## config.mk

```make
export PLATFORM = sky130hd
export DESIGN_NAME = alu_ctrl_stage
export DESIGN_NICKNAME = d
export VERILOG_FILES = /design/src/rtl/alu_ctrl_stage.sv
export SDC_FILE = /design/constraint.sdc
export NUM_CORES = 1
export LEC_CHECK = 0
export ABC_AREA = 1
export BUFFER_PORTS_ARGS = -buffer_cell sky130_fd_sc_hd__buf_4
export CAP_MARGIN = 20
export CORE_ASPECT_RATIO = 1.1
export CORE_UTILIZATION = 39
export DETAILED_ROUTE_END_ITERATION = 16
export GPL_ROUTABILITY_DRIVEN = 0
export GPL_TIMING_DRIVEN = 0
export PLACE_DENSITY = 0.75
export SYNTH_ARGS = -nofsm -noshare
export SYNTH_HDL_FRONTEND = slang
export SYNTH_SLANG_ARGS = --single-unit
```

## constraint.sdc

```tcl
create_clock -name clk_i -period 1 [get_ports clk_i]
set_input_delay 0 -clock clk_i [delete_from_list [all_inputs] [get_ports clk_i]]
set_output_delay 0 -clock clk_i [all_outputs]
set_load 0.03 [all_outputs]
```

## src/rtl/alu_ctrl_stage.sv

```systemverilog
// alu_ctrl_stage: decodes ALUOp/funct into the 3-bit ALU control code and
// registers it with both operands in a one-entry valid/ready stage feeding
// the combinational ALU. Undecodable encodings pass downstream flagged illegal.
// Optional feature macro: ALU_CTRL_ILLEGAL_CNT_EN adds a saturating
// illegal-op counter on output illegal_cnt_o.
module alu_ctrl_stage #(
    parameter int unsigned WIDTH = 32,
    parameter int unsigned CNT_W = 8
) (
    input  logic             clk_i,
    input  logic             rst_i,
    input  logic             valid_i,
    output logic             ready_o,
    input  logic [1:0]       ALUOp_i,
    input  logic [9:0]       funct_i,
    input  logic [WIDTH-1:0] data1_i,
    input  logic [WIDTH-1:0] data2_i,
    input  logic             flush_i,
    output logic             valid_o,
    input  logic             ready_i,
    output logic [2:0]       ALUCtrl_o,
    output logic [WIDTH-1:0] data1_o,
    output logic [WIDTH-1:0] data2_o,
    output logic             illegal_o
`ifdef ALU_CTRL_ILLEGAL_CNT_EN
    ,
    output logic [CNT_W-1:0] illegal_cnt_o
`endif
);

    localparam logic [2:0] CTRL_AND = 3'b000;
    localparam logic [2:0] CTRL_OR  = 3'b001;
    localparam logic [2:0] CTRL_ADD = 3'b010;
    localparam logic [2:0] CTRL_SUB = 3'b110;
    localparam logic [2:0] CTRL_MUL = 3'b111;

    localparam logic [1:0] OP_MEM    = 2'b00;
    localparam logic [1:0] OP_BRANCH = 2'b01;
    localparam logic [1:0] OP_RTYPE  = 2'b10;
    localparam logic [1:0] OP_ITYPE  = 2'b11;

    // funct = {funct7, funct3}
    localparam logic [9:0] FN_AND = 10'b0000000_111;
    localparam logic [9:0] FN_OR  = 10'b0000000_110;
    localparam logic [9:0] FN_ADD = 10'b0000000_000;
    localparam logic [9:0] FN_SUB = 10'b0100000_000;
    localparam logic [9:0] FN_MUL = 10'b0000001_000;

    logic [2:0] dec_ctrl;
    logic       dec_illegal;
    logic       accept;

    // Downstream slot is free when empty or being drained this cycle
    assign ready_o = !valid_o || ready_i;
    // Flush drops any same-cycle issue
    assign accept  = valid_i && ready_o && !flush_i;

    // Control-code decode; unknown encodings fall back to add and raise illegal
    always_comb begin
        dec_ctrl    = CTRL_ADD;
        dec_illegal = 1'b0;
        case (ALUOp_i)
            OP_MEM:    dec_ctrl = CTRL_ADD;
            OP_BRANCH: dec_ctrl = CTRL_SUB;
            OP_RTYPE: begin
                case (funct_i)
                    FN_AND:  dec_ctrl = CTRL_AND;
                    FN_OR:   dec_ctrl = CTRL_OR;
                    FN_ADD:  dec_ctrl = CTRL_ADD;
                    FN_SUB:  dec_ctrl = CTRL_SUB;
                    FN_MUL:  dec_ctrl = CTRL_MUL;
                    default: dec_illegal = 1'b1;
                endcase
            end
            OP_ITYPE: begin
                if (funct_i[2:0] != 3'b000) begin
                    dec_illegal = 1'b1;
                end
            end
            default: dec_illegal = 1'b1;
        endcase
    end

    // Pipeline register: reset, then flush, accept, drain, stall in priority order
    always_ff @(posedge clk_i) begin
        if (rst_i) begin
            valid_o   <= 1'b0;
            ALUCtrl_o <= CTRL_AND;
            data1_o   <= '0;
            data2_o   <= '0;
            illegal_o <= 1'b0;
        end else if (flush_i) begin
            valid_o   <= 1'b0;
            illegal_o <= 1'b0;
        end else if (accept) begin
            valid_o   <= 1'b1;
            ALUCtrl_o <= dec_ctrl;
            data1_o   <= data1_i;
            data2_o   <= data2_i;
            illegal_o <= dec_illegal;
        end else if (ready_i) begin
            valid_o   <= 1'b0;
        end
    end

`ifdef ALU_CTRL_ILLEGAL_CNT_EN
    // Saturating count of accepted illegal ops; flush leaves it untouched
    always_ff @(posedge clk_i) begin
        if (rst_i) begin
            illegal_cnt_o <= '0;
        end else if (accept && dec_illegal && (illegal_cnt_o != {CNT_W{1'b1}})) begin
            illegal_cnt_o <= illegal_cnt_o + CNT_W'(1);
        end
    end
`endif

endmodule

```

Word level (Yosys, flattened, before mapping)

Cells that the tools add are included.

Register bits after elaboration: 69
Bits of input ports: 81
Output and inout port bits: 70
Word-level logic and storage cells: 31

Equality and inequality tests: 7
Mux-type cells: 7
Bitwise gates (word level): 1
Reduce and logical (&&, ||, !) cells: 11

Operators by type and width:

| cell                | number |
|---|---|
| $eq 10x3->1 const B | 2 |
| $pmux 3 s4          | 1 |
| $eq 10x4->1 const B | 1 |
| $eq 10x9->1 const B | 1 |
| $logic_not 10->1    | 1 |
| $pmux 3 s2          | 1 |
| $reduce_or 5->1     | 1 |
| $eq 2x2->1 const B  | 2 |
| $mux 1              | 4 |
| $reduce_bool 3->1   | 1 |
| $eq 2x1->1 const B  | 1 |
| $logic_and 1x1->1   | 2 |
| $logic_not 1->1     | 2 |
| $pmux 1 s2          | 1 |
| $reduce_and 2->1    | 1 |
| $reduce_bool 2->1   | 1 |
| $reduce_or 2->1     | 1 |
| $logic_or 1x1->1    | 1 |
| $not 1->1           | 1 |

Depth between registers and ports, before layout

Gate-level depths: netlist (run 1).

Word-level depth: 5
Gate-level depth with buffers: 9
Gate-level depth less buffers: 9

Least setup slack after synthesis (run 1)

Ideal clock, no wire load.

Path type: register -> register
Start point: reg valid_o
End point: reg ALUCtrl_o[1]
Library setup time: 0.114 ns
Arrival: 1.306 ns
Required time: 0.886 ns
Setup slack: -0.420 ns
Stages on the path, launching flop included: 8
Path buffers: 1
Period minus slack after synthesis: 1.420 ns
Cell sequence: dfxtp_1 -> nand2_2 -> nand3_4 -> inv_2 -> buf_6 -> o21ai_0 -> o21bai_1 -> inv_1

Cells in the longest elaborated chain, start to end: 5

RTL lines:

| element                           | RTL line | source |
|---|---|---|
| from (decl)                       | 19       | `output logic valid_o,` |
| from (signal assigned)            | 87       | `valid_o <= 1'b0;` |
| from (signal assigned)            | 93       | `valid_o <= 1'b0;` |
| from (signal assigned)            | 96       | `valid_o <= 1'b1;` |
| $logic_not 1->1                   | 54       | `assign ready_o = !valid_o \|\| ready_i;` |
| $logic_or 1x1->1                  | 54       |  |
| net ready_o                       | 13       | `output logic ready_o,` |
| $logic_and 1x1->1 (2 in a row)    | 56       | `assign accept = valid_i && ready_o && !flush_i;` |
| $reduce_and 2->1 (no source line) | -        |  |
| to (signal assigned)              | 97       | `ALUCtrl_o <= dec_ctrl;` |
| to (decl)                         | 21       | `output logic [2:0] ALUCtrl_o,` |

The timed path passes the listed nets, and every way through them passes these cells.
A chain may end at the register's enable or synchronous reset.

Final worst setup path (run 1)

Start point: reg valid_o
End point: reg data2_o[16]

Cells in the longest elaborated chain, start to end: 5

RTL lines:

| element                           | RTL line | source |
|---|---|---|
| $logic_not 1->1                   | 54       |  |
| $logic_or 1x1->1                  | 54       |  |
| $logic_and 1x1->1 (2 in a row)    | 56       |  |
| $reduce_and 2->1 (no source line) | -        |  |
| to (signal assigned)              | 99       | `data2_o <= data2_i;` |
| to (decl)                         | 23       | `output logic [WIDTH-1:0] data2_o,` |

Every way passes these cells.

==> results.txt, run 1 <==
The flow ran to the end, but the final reports show violations. The final reports fail on setup timing. The floorplan step defined a die boundary enclosing 7130 um2. Setup repair after global routing could not meet its margin everywhere. The number of clock sinks is 69. The number of pins exceeding their max-slew limit in the final report is 0.

The power per cell area is 1280 nW/um2. Summed over all cells, the static leakage comes to 2.29 nW. The synthesis-to-layout area growth came out at 91.8%. The global-route wire length before repair is about 13 mm. The HPWL after detailed placement is ~5.4 mm.

The sequential element share of the synthesized area came out at 52.1%. The first-pass iteration count of the detailed router is 4. The number of endpoints with negative hold slack in the final report came out at 0. The filler cell count is about 470. The setup total negative slack came out at -8.65 ns. The maximum number of pins on one net before global-route repair is 11. The source of the worst hold timing path is funct_i[9]. During I/O placement, the number of pins put on the boundary was ~150.

The total vias in the final route is about 3100. The via count of the first global-routing pass is approximately 2900. The share of post-route cells with drive strength above 1 came out at 41.0%. Global routing consumed, over all layers together, around a quarter of the routing resources.

Counting along the longest clock path gives a buffer depth of 2. The sort of element at the start of the critical path is a flip-flop. The area of the core region came out at approximately 6600 um2. Buffers placed on the I/O ports in this run total 150. The relative slew slack is a little over three fifths. The part of the cycle the worst path needs came out at 119%.

The mapped cell area is approximately 2700 um2. TritonCTS built the clock tree. The maximum achievable frequency is about 840 MHz.

With fillers left out, the area of the finished cells amounts to about 5100 um2. The endpoint kind of the worst setup timing path is a flip-flop. The floorplan has 31 rows. After layout, the minimum clock period comes to around 1.2 ns. The setup slack at placement is -0.221 ns. The number of CTS-inserted buffers is 9. The worst ir drop on vdd is around 760 uV.

The height of the die is a little under 90 um. The clock transition time at the flip-flop clock pins of the worst setup and hold paths is roughly 0.060 ns. The count of inserted antenna diode cells is 0. The initial cell density of the core came out at around two fifths. The number of nets in the final layout came out at 663. The tool flagged a number of max-cap violations equal to 0. The synthesized netlist contains 22 unique library cells. The number of nets in the synthesized netlist is ~420. The vias per cell is about 4.7. The leftover overflow at the end of global routing came out at 0. The H-tree depth came out at 3.

The placement-stage cell area came out at ~4000 um2. The number of antenna violations at the first check in global routing is 0. The final worst clock skew came out at between 0.005 and 0.006 ns. The worst path arrival time came out at roughly 1.5 ns. The slew at the pin with the worst max-slew slack is about 0.56 ns. Data on the critical path is required at its endpoint by approximately 1.3 ns. The synthesis warning total is 0.

The tightest min-delay check is of the in2reg type. The final setup violation count is 70. In the layout the commonest cells are buf_4, nand2_1, dfxtp_1, dlygate4sd3_1, a21oi_1. The largest fanout of any net on the critical path came out at 7. The number of standard cells after synthesis came out at 338.

The tightest hold path in the finished design has a slack of roughly 0.065 ns. The flop and latch count out of synthesis is 69. The later-pin clock latency in the skew report came out at 0.34 ns. The horizontal die dimension is 80.6 um.

For this block, the initial DRC count from the detailed router was 74. Tracing the worst setup path back leads to its startpoint at valid_o. After detailed routing, the total wire length is 9.28 mm. The residual antenna-violating net count after detailed routing came out at 0. The most frequent standard cell in the layout excluding fill and tap cells is buf_4. CTS placed an instance of clkbuf_8 at the clock tree root. In the routed design, unresolved DRC markers number 0. After layout, the worst setup slack is -0.193 ns. The mean routed wirelength per cell came out at roughly 14 um. A synthesized cell averages between 7 and 8 um2. The worst setup path is of the reg2reg kind. The launch point of the worst reg-to-reg path is valid_o.
==> per-stage QoR <==
stage | cells | power (mW) | utilization [%]
after floorplan | 338 | 3.59 | -
after global placement | 570 | 4.11 | 59.2
after detailed placement | 570 | 4.13 | 59.2
after CTS | 661 | 6.44 | 74.2
after global routing | 665 | 6.81 | 77.1
final | 665 | 6.51 | 77.1
==> cell type report <==
cell class | count | area, um2 | share of cell area, %
inverters | 12 | 50.0 | 0.984
well taps | 82 | 103 | 2.02
plain buffers | 21 | 186 | 3.67
clock buffers | 14 | 173 | 3.39
multi-input cells | 236 | 1220 | 23.9
clock inverters | 1 | 5.00 | 0.0984
flip-flops and latches | 69 | 1390 | 27.2
repair buffers | 230 | 1970 | 38.7
==> synthesized netlist by cell type <==
cell type	instances	area, um2
nand2_1	133	499
dfxtp_1	69	1380
a21oi_1	57	285
buf_2	11	55.1
inv_1	11	41.3
nand2_2	11	68.8
nor2_1	11	41.3
a21oi_2	10	87.6
buf_1	3	11.3
buf_6	3	33.8
clkbuf_1	3	11.3
ha_1	3	37.5
o21ai_0	3	15.0
nand3_1	2	10.0
a211oi_1	1	7.51
a21boi_0	1	7.51
buf_8	1	15.0
inv_2	1	3.75
nand3_4	1	17.5
nand4_1	1	6.26
o211ai_1	1	7.51
o21bai_1	1	7.51
==> power breakdown <==
group / total [mW] / internal, mW / switching, mW
Combinational: 1.51 / 0.768 / 0.744
Sequential: 2.95 / 2.88 / 0.0714
Clock: 2.05 / 1.09 / 0.959
==> worst max-delay path: stages (launching register included) <==
cell       delay, ns
dfxtp_4         0.36
nand2_8         0.06
nand3_4         0.12
inv_6           0.12
buf_12          0.14
clkbuf_16       0.14
nand2_1         0.05
a21oi_1         0.12
==> state kept, by name, summed over array words and instances, names as in the netlist <==
signal and count:
illegal_o 1, ALUCtrl_o 3, data1_o 32, valid_o 1, data2_o 32
==> what timing repair did <==
action / in CTS / in global routing
hold buffers: 68 / 0
setup endpoints to repair: 69 / 70
gates resized for setup: 21 / 34
cloned: 1 / 3
setup buffers: 7 / 1
hold endpoints to repair: 67 / 0
pin swaps: 3 / 7
==> worst paths after layout <==
path         cells after the start            to  slack (ns)
max                              7   data2_o[16]       -0.19
min                              5     illegal_o        0.06
max reg2reg                      7   data2_o[16]       -0.19
min reg2reg                      2  ALUCtrl_o[2]        0.46
==> metal layers <==
metal / share of wire, % / vias to the layer above / GRT usage [%]
met5: 0 / - / 0
met4: 3.6 / 0 / 15.1
met3: 5.0 / 27 / 5.46
met2: 56 / 100 / 47.5
met1: 36 / 1449 / 23.5
li1: - / 1562 / -
==> cells by family after synthesis <==
family	Yosys count	synth area share [%]
flops	69	52.1
buf+inv	33	6.46
fa+ha+maj	3	1.42
simple gates	159	24.3
compound gates	74	15.8
Note: power is estimated with default switching activity, not from simulation.
==> run 2, diff against run 1 <==
--- a/config.mk
+++ b/config.mk
@@ -14,6 +14,7 @@
 export GPL_ROUTABILITY_DRIVEN = 0
 export GPL_TIMING_DRIVEN = 0
 export PLACE_DENSITY = 0.75
+export REMOVE_ABC_BUFFERS = 1
 export SYNTH_ARGS = -nofsm -noshare
 export SYNTH_HDL_FRONTEND = slang
 export SYNTH_SLANG_ARGS = --single-unit
==> run 2 against run 1 <==
Net effect:
- the run still ends with setup timing left
- combinational power is 6% higher
- cell area is 2.2% higher
- first-iteration DRC count is 110% higher
- clock power is 14% higher
- fmax is 5.5% lower
- clock skew is 0.0034 ns higher
- non-clock buffer count is 17 lower
- largest power group unchanged
- highest routed layer unchanged
==> results.txt, run 2 (synthesis results as in run 1) <==
The flow ran to the end, but the final reports show violations. The final reports fail on setup timing. The mean routed wirelength per cell is 16.3 um (+17%). The maximum number of pins on one net before global-route repair is 68 (+57). The net switching component of the power is 1.95 mW (+9.8%).

The number of pins exceeding their max-slew limit in the final report is 0 (unchanged). The fraction of power consumed by combinational cells came out at 23.2% (about the same). The critical path goes through nand2_4 -> nand3_4 -> buf_4 -> buf_6 -> buf_16 -> nand2_1 -> a21oi_1. The final setup violation count came out at 70 (unchanged). The depth of the critical timing path with buffers and inverters included came out at 7 (unchanged). The largest registers in the layout are data1_o x32, data2_o x32, ALUCtrl_o x3.

The overall fraction of global-route tracks in use came to 28.4% (+3.8 points). The worst ir drop on vdd is 1050 uV (+37%). The height of the die came out at 88.5 um (unchanged). The power after layout came out at 6.87 mW (+5.6%).

The total internal power was 4.93 mW (+4.1%). The category of the critical setup timing path is reg2reg. The buffers plus inverters on the worst setup path came out at 3 (unchanged).

The largest fanout of any net on the critical path is 8 (+1). The final worst-path setup slack was -0.263 ns (-0.0694 ns). The residual antenna-violating net count after detailed routing is 0 (unchanged). The area of the core region came out at 6590 um2 (unchanged).

The minimum clock period after layout is 1.26 ns (+0.0694 ns). The cell type group with the largest total delay on the critical path is buffers and inverters. The number of endpoints with negative hold slack in the final report was 0 (unchanged). The maximum achievable frequency came out at 792 MHz (-5.5%). The count of inserted antenna diode cells is 0 (unchanged).

Setup repair after global routing could not meet its margin everywhere. The min-delay analysis places its worst path in the category in2reg. The number of DRC violations after detailed routing is 0 (unchanged). The top cell types in the final layout, fill and taps aside, are buf_4, nand2_1, dfxtp_1, dlygate4sd3_1, a21oi_1. The largest individual stage delay along the critical path comes from the cell dfxtp_2. The horizontal die dimension is 80.6 um (unchanged). The worst stage delay on the critical path came out at 0.34 ns (-0.02 ns). The relative slew slack is 45.8% (-17 points). The full die area was 7130 um2 (unchanged). The sort of element at the start of the critical path is a flip-flop. The final standard cell count with taps included and fillers excluded was 655 (-1.5%). The core utilization of the finished layout is 78.8% (+1.7 points). The HPWL after detailed placement came to 4.56 mm (-15%).

The final-layout worst hold slack came to 0.0592 ns (-0.00567 ns). The first-pass iteration count of the detailed router came out at 4 (unchanged). The first-iteration detailed-routing DRC count came out at 159 (+110%). The root buffer cell chosen for the clock tree is clkbuf_8.

The global-route wire length before repair is 15.0 mm (+15%). The power per cell area was 1320 nW/um2 (+3.4%). The number of nets in the final layout is 653 (-1.5%).

The switching part of the total power came out at 28.3% (+1.1 points). The vias per cell came out at 4.89 (+3.6%). The number of cell instances on the worst register-to-register path came out at 7 (unchanged). STA classifies the critical path endpoint as a flip-flop. The clock tree from TritonCTS is done. The filler cell count is 439 (-7.4%). The final worst clock skew was 0.00849 ns (+0.00339 ns). The part of the cycle the worst path needs came out at 126% (+6.9 points). The total vias in the final route is 3201 (+2.0%).

The H-tree depth is 3 (unchanged). The number of max-cap violations came out at 0 (unchanged). The total routed wirelength is 10.7 mm (+15%). The clock share of power came to 33.8% (+2.3 points). The synthesis-to-layout area growth came out at 96.0%. The standby leakage power came to 2.33 nW (+1.7%). The setup slack at placement is -1.35 ns (-1.13 ns). The leftover overflow at the end of global routing is 0 (unchanged).

The cell count after placement came out at 550 (-3.5%). The number of antenna violations at the first check in global routing is 0 (unchanged). The worst path arrival time came to 1.45 ns (about the same). The number of cells traversed by the worst hold path is 5 (unchanged).

The number of clock sinks came out at 69 (unchanged). The number of CTS-inserted buffers came out at 9 (unchanged). The count of input and output buffers is 150 (unchanged). The most frequent standard cell in the layout excluding fill and tap cells is buf_4. The later-pin clock latency in the skew report came out at 0.34 ns (about the same). The part of the total power dissipated in sequential elements came out at 42.9% (-2.4 points). The maximum number of buffers from clock root to sink came out at 2 (unchanged). The clock transition time at the flip-flop clock pins of the worst setup and hold paths was 0.08 ns (+0.02 ns).

The via count of the first global-routing pass is 3105 (+7.3%). The slew at the pin with the worst max-slew slack was 0.813 ns (+0.252 ns). The data required time of the critical path came out at 1.19 ns (-0.07 ns).

The initial cell density of the core came out at 40.2% (unchanged). The number of top-level pins came to 151 (unchanged). The row count is 31 (unchanged). The share of post-route cells with drive strength above 1 came out at 42.8% (+1.8 points).
[run 2: worst paths after layout]
check	startpoint	to	slack, ns
max	valid_o	data2_o[3]	-0.26
min	funct_i[9]	illegal_o	0.06
max reg2reg	valid_o	data2_o[3]	-0.26
min reg2reg	data2_o[19]	data2_o[19]	0.47
[run 2: what timing repair did]
| action | CTS | global route |
|---|---|---|
| endpoints found under the setup margin | 69 | 70 |
| pin swaps | 6 | 2 |
| setup buffers | 9 | 3 |
| gates resized for setup | 39 | 32 |
| hold buffers | 66 | 0 |
| cloned | 9 | 4 |
| hold endpoints to repair | 66 | 0 |
[run 2: stage by stage]
stage               cell area, um2  TNS (ns)
floorplan                     2520    -80.11
global placement              3750   -104.97
detailed placement            3770    -81.40
CTS                           5020    -12.29
global route                  5200    -17.67
finish                        5200    -14.39
[run 2: cell type report]
type	instances	area [um2]	share of cell area [%]
repair buffers	234	2120	40.9
well taps	82	103	1.97
clock buffers	11	151	2.91
repair inverters	2	27.5	0.530
multi-input cells	241	1300	25.0
inverters	12	61.3	1.18
flip-flops and latches	69	1380	26.6
clock inverters	4	47.5	0.915
[run 2: tightest hold or removal path: cells and delay by family]
kind / cells / cell delay (ns)
AO/OA/AOI/OAI: 1 / 0.06
buffers and inverters: 2 / 0.18
AND/OR/NAND/NOR: 2 / 0.12
[run 2: routing by layer]
layer	up-vias	track usage, %	share of wire, %
met4	0	13.1	2.1
met2	136	51.5	52
met1	1492	31.3	39
met3	21	6.70	6.7
met5	-	0	0
li1	1552	-	-
[run 2: power by group through the flow]
stage | Sequential [mW] | Combinational (mW) | Clock [mW]
floorplan | 3.25 | 0.257 | 0
global placement | 3.00 | 1.06 | 0
detailed placement | 3.00 | 1.08 | 0
CTS | 2.94 | 1.49 | 2.36
global route | 2.96 | 1.68 | 2.50
finish | 2.95 | 1.60 | 2.33
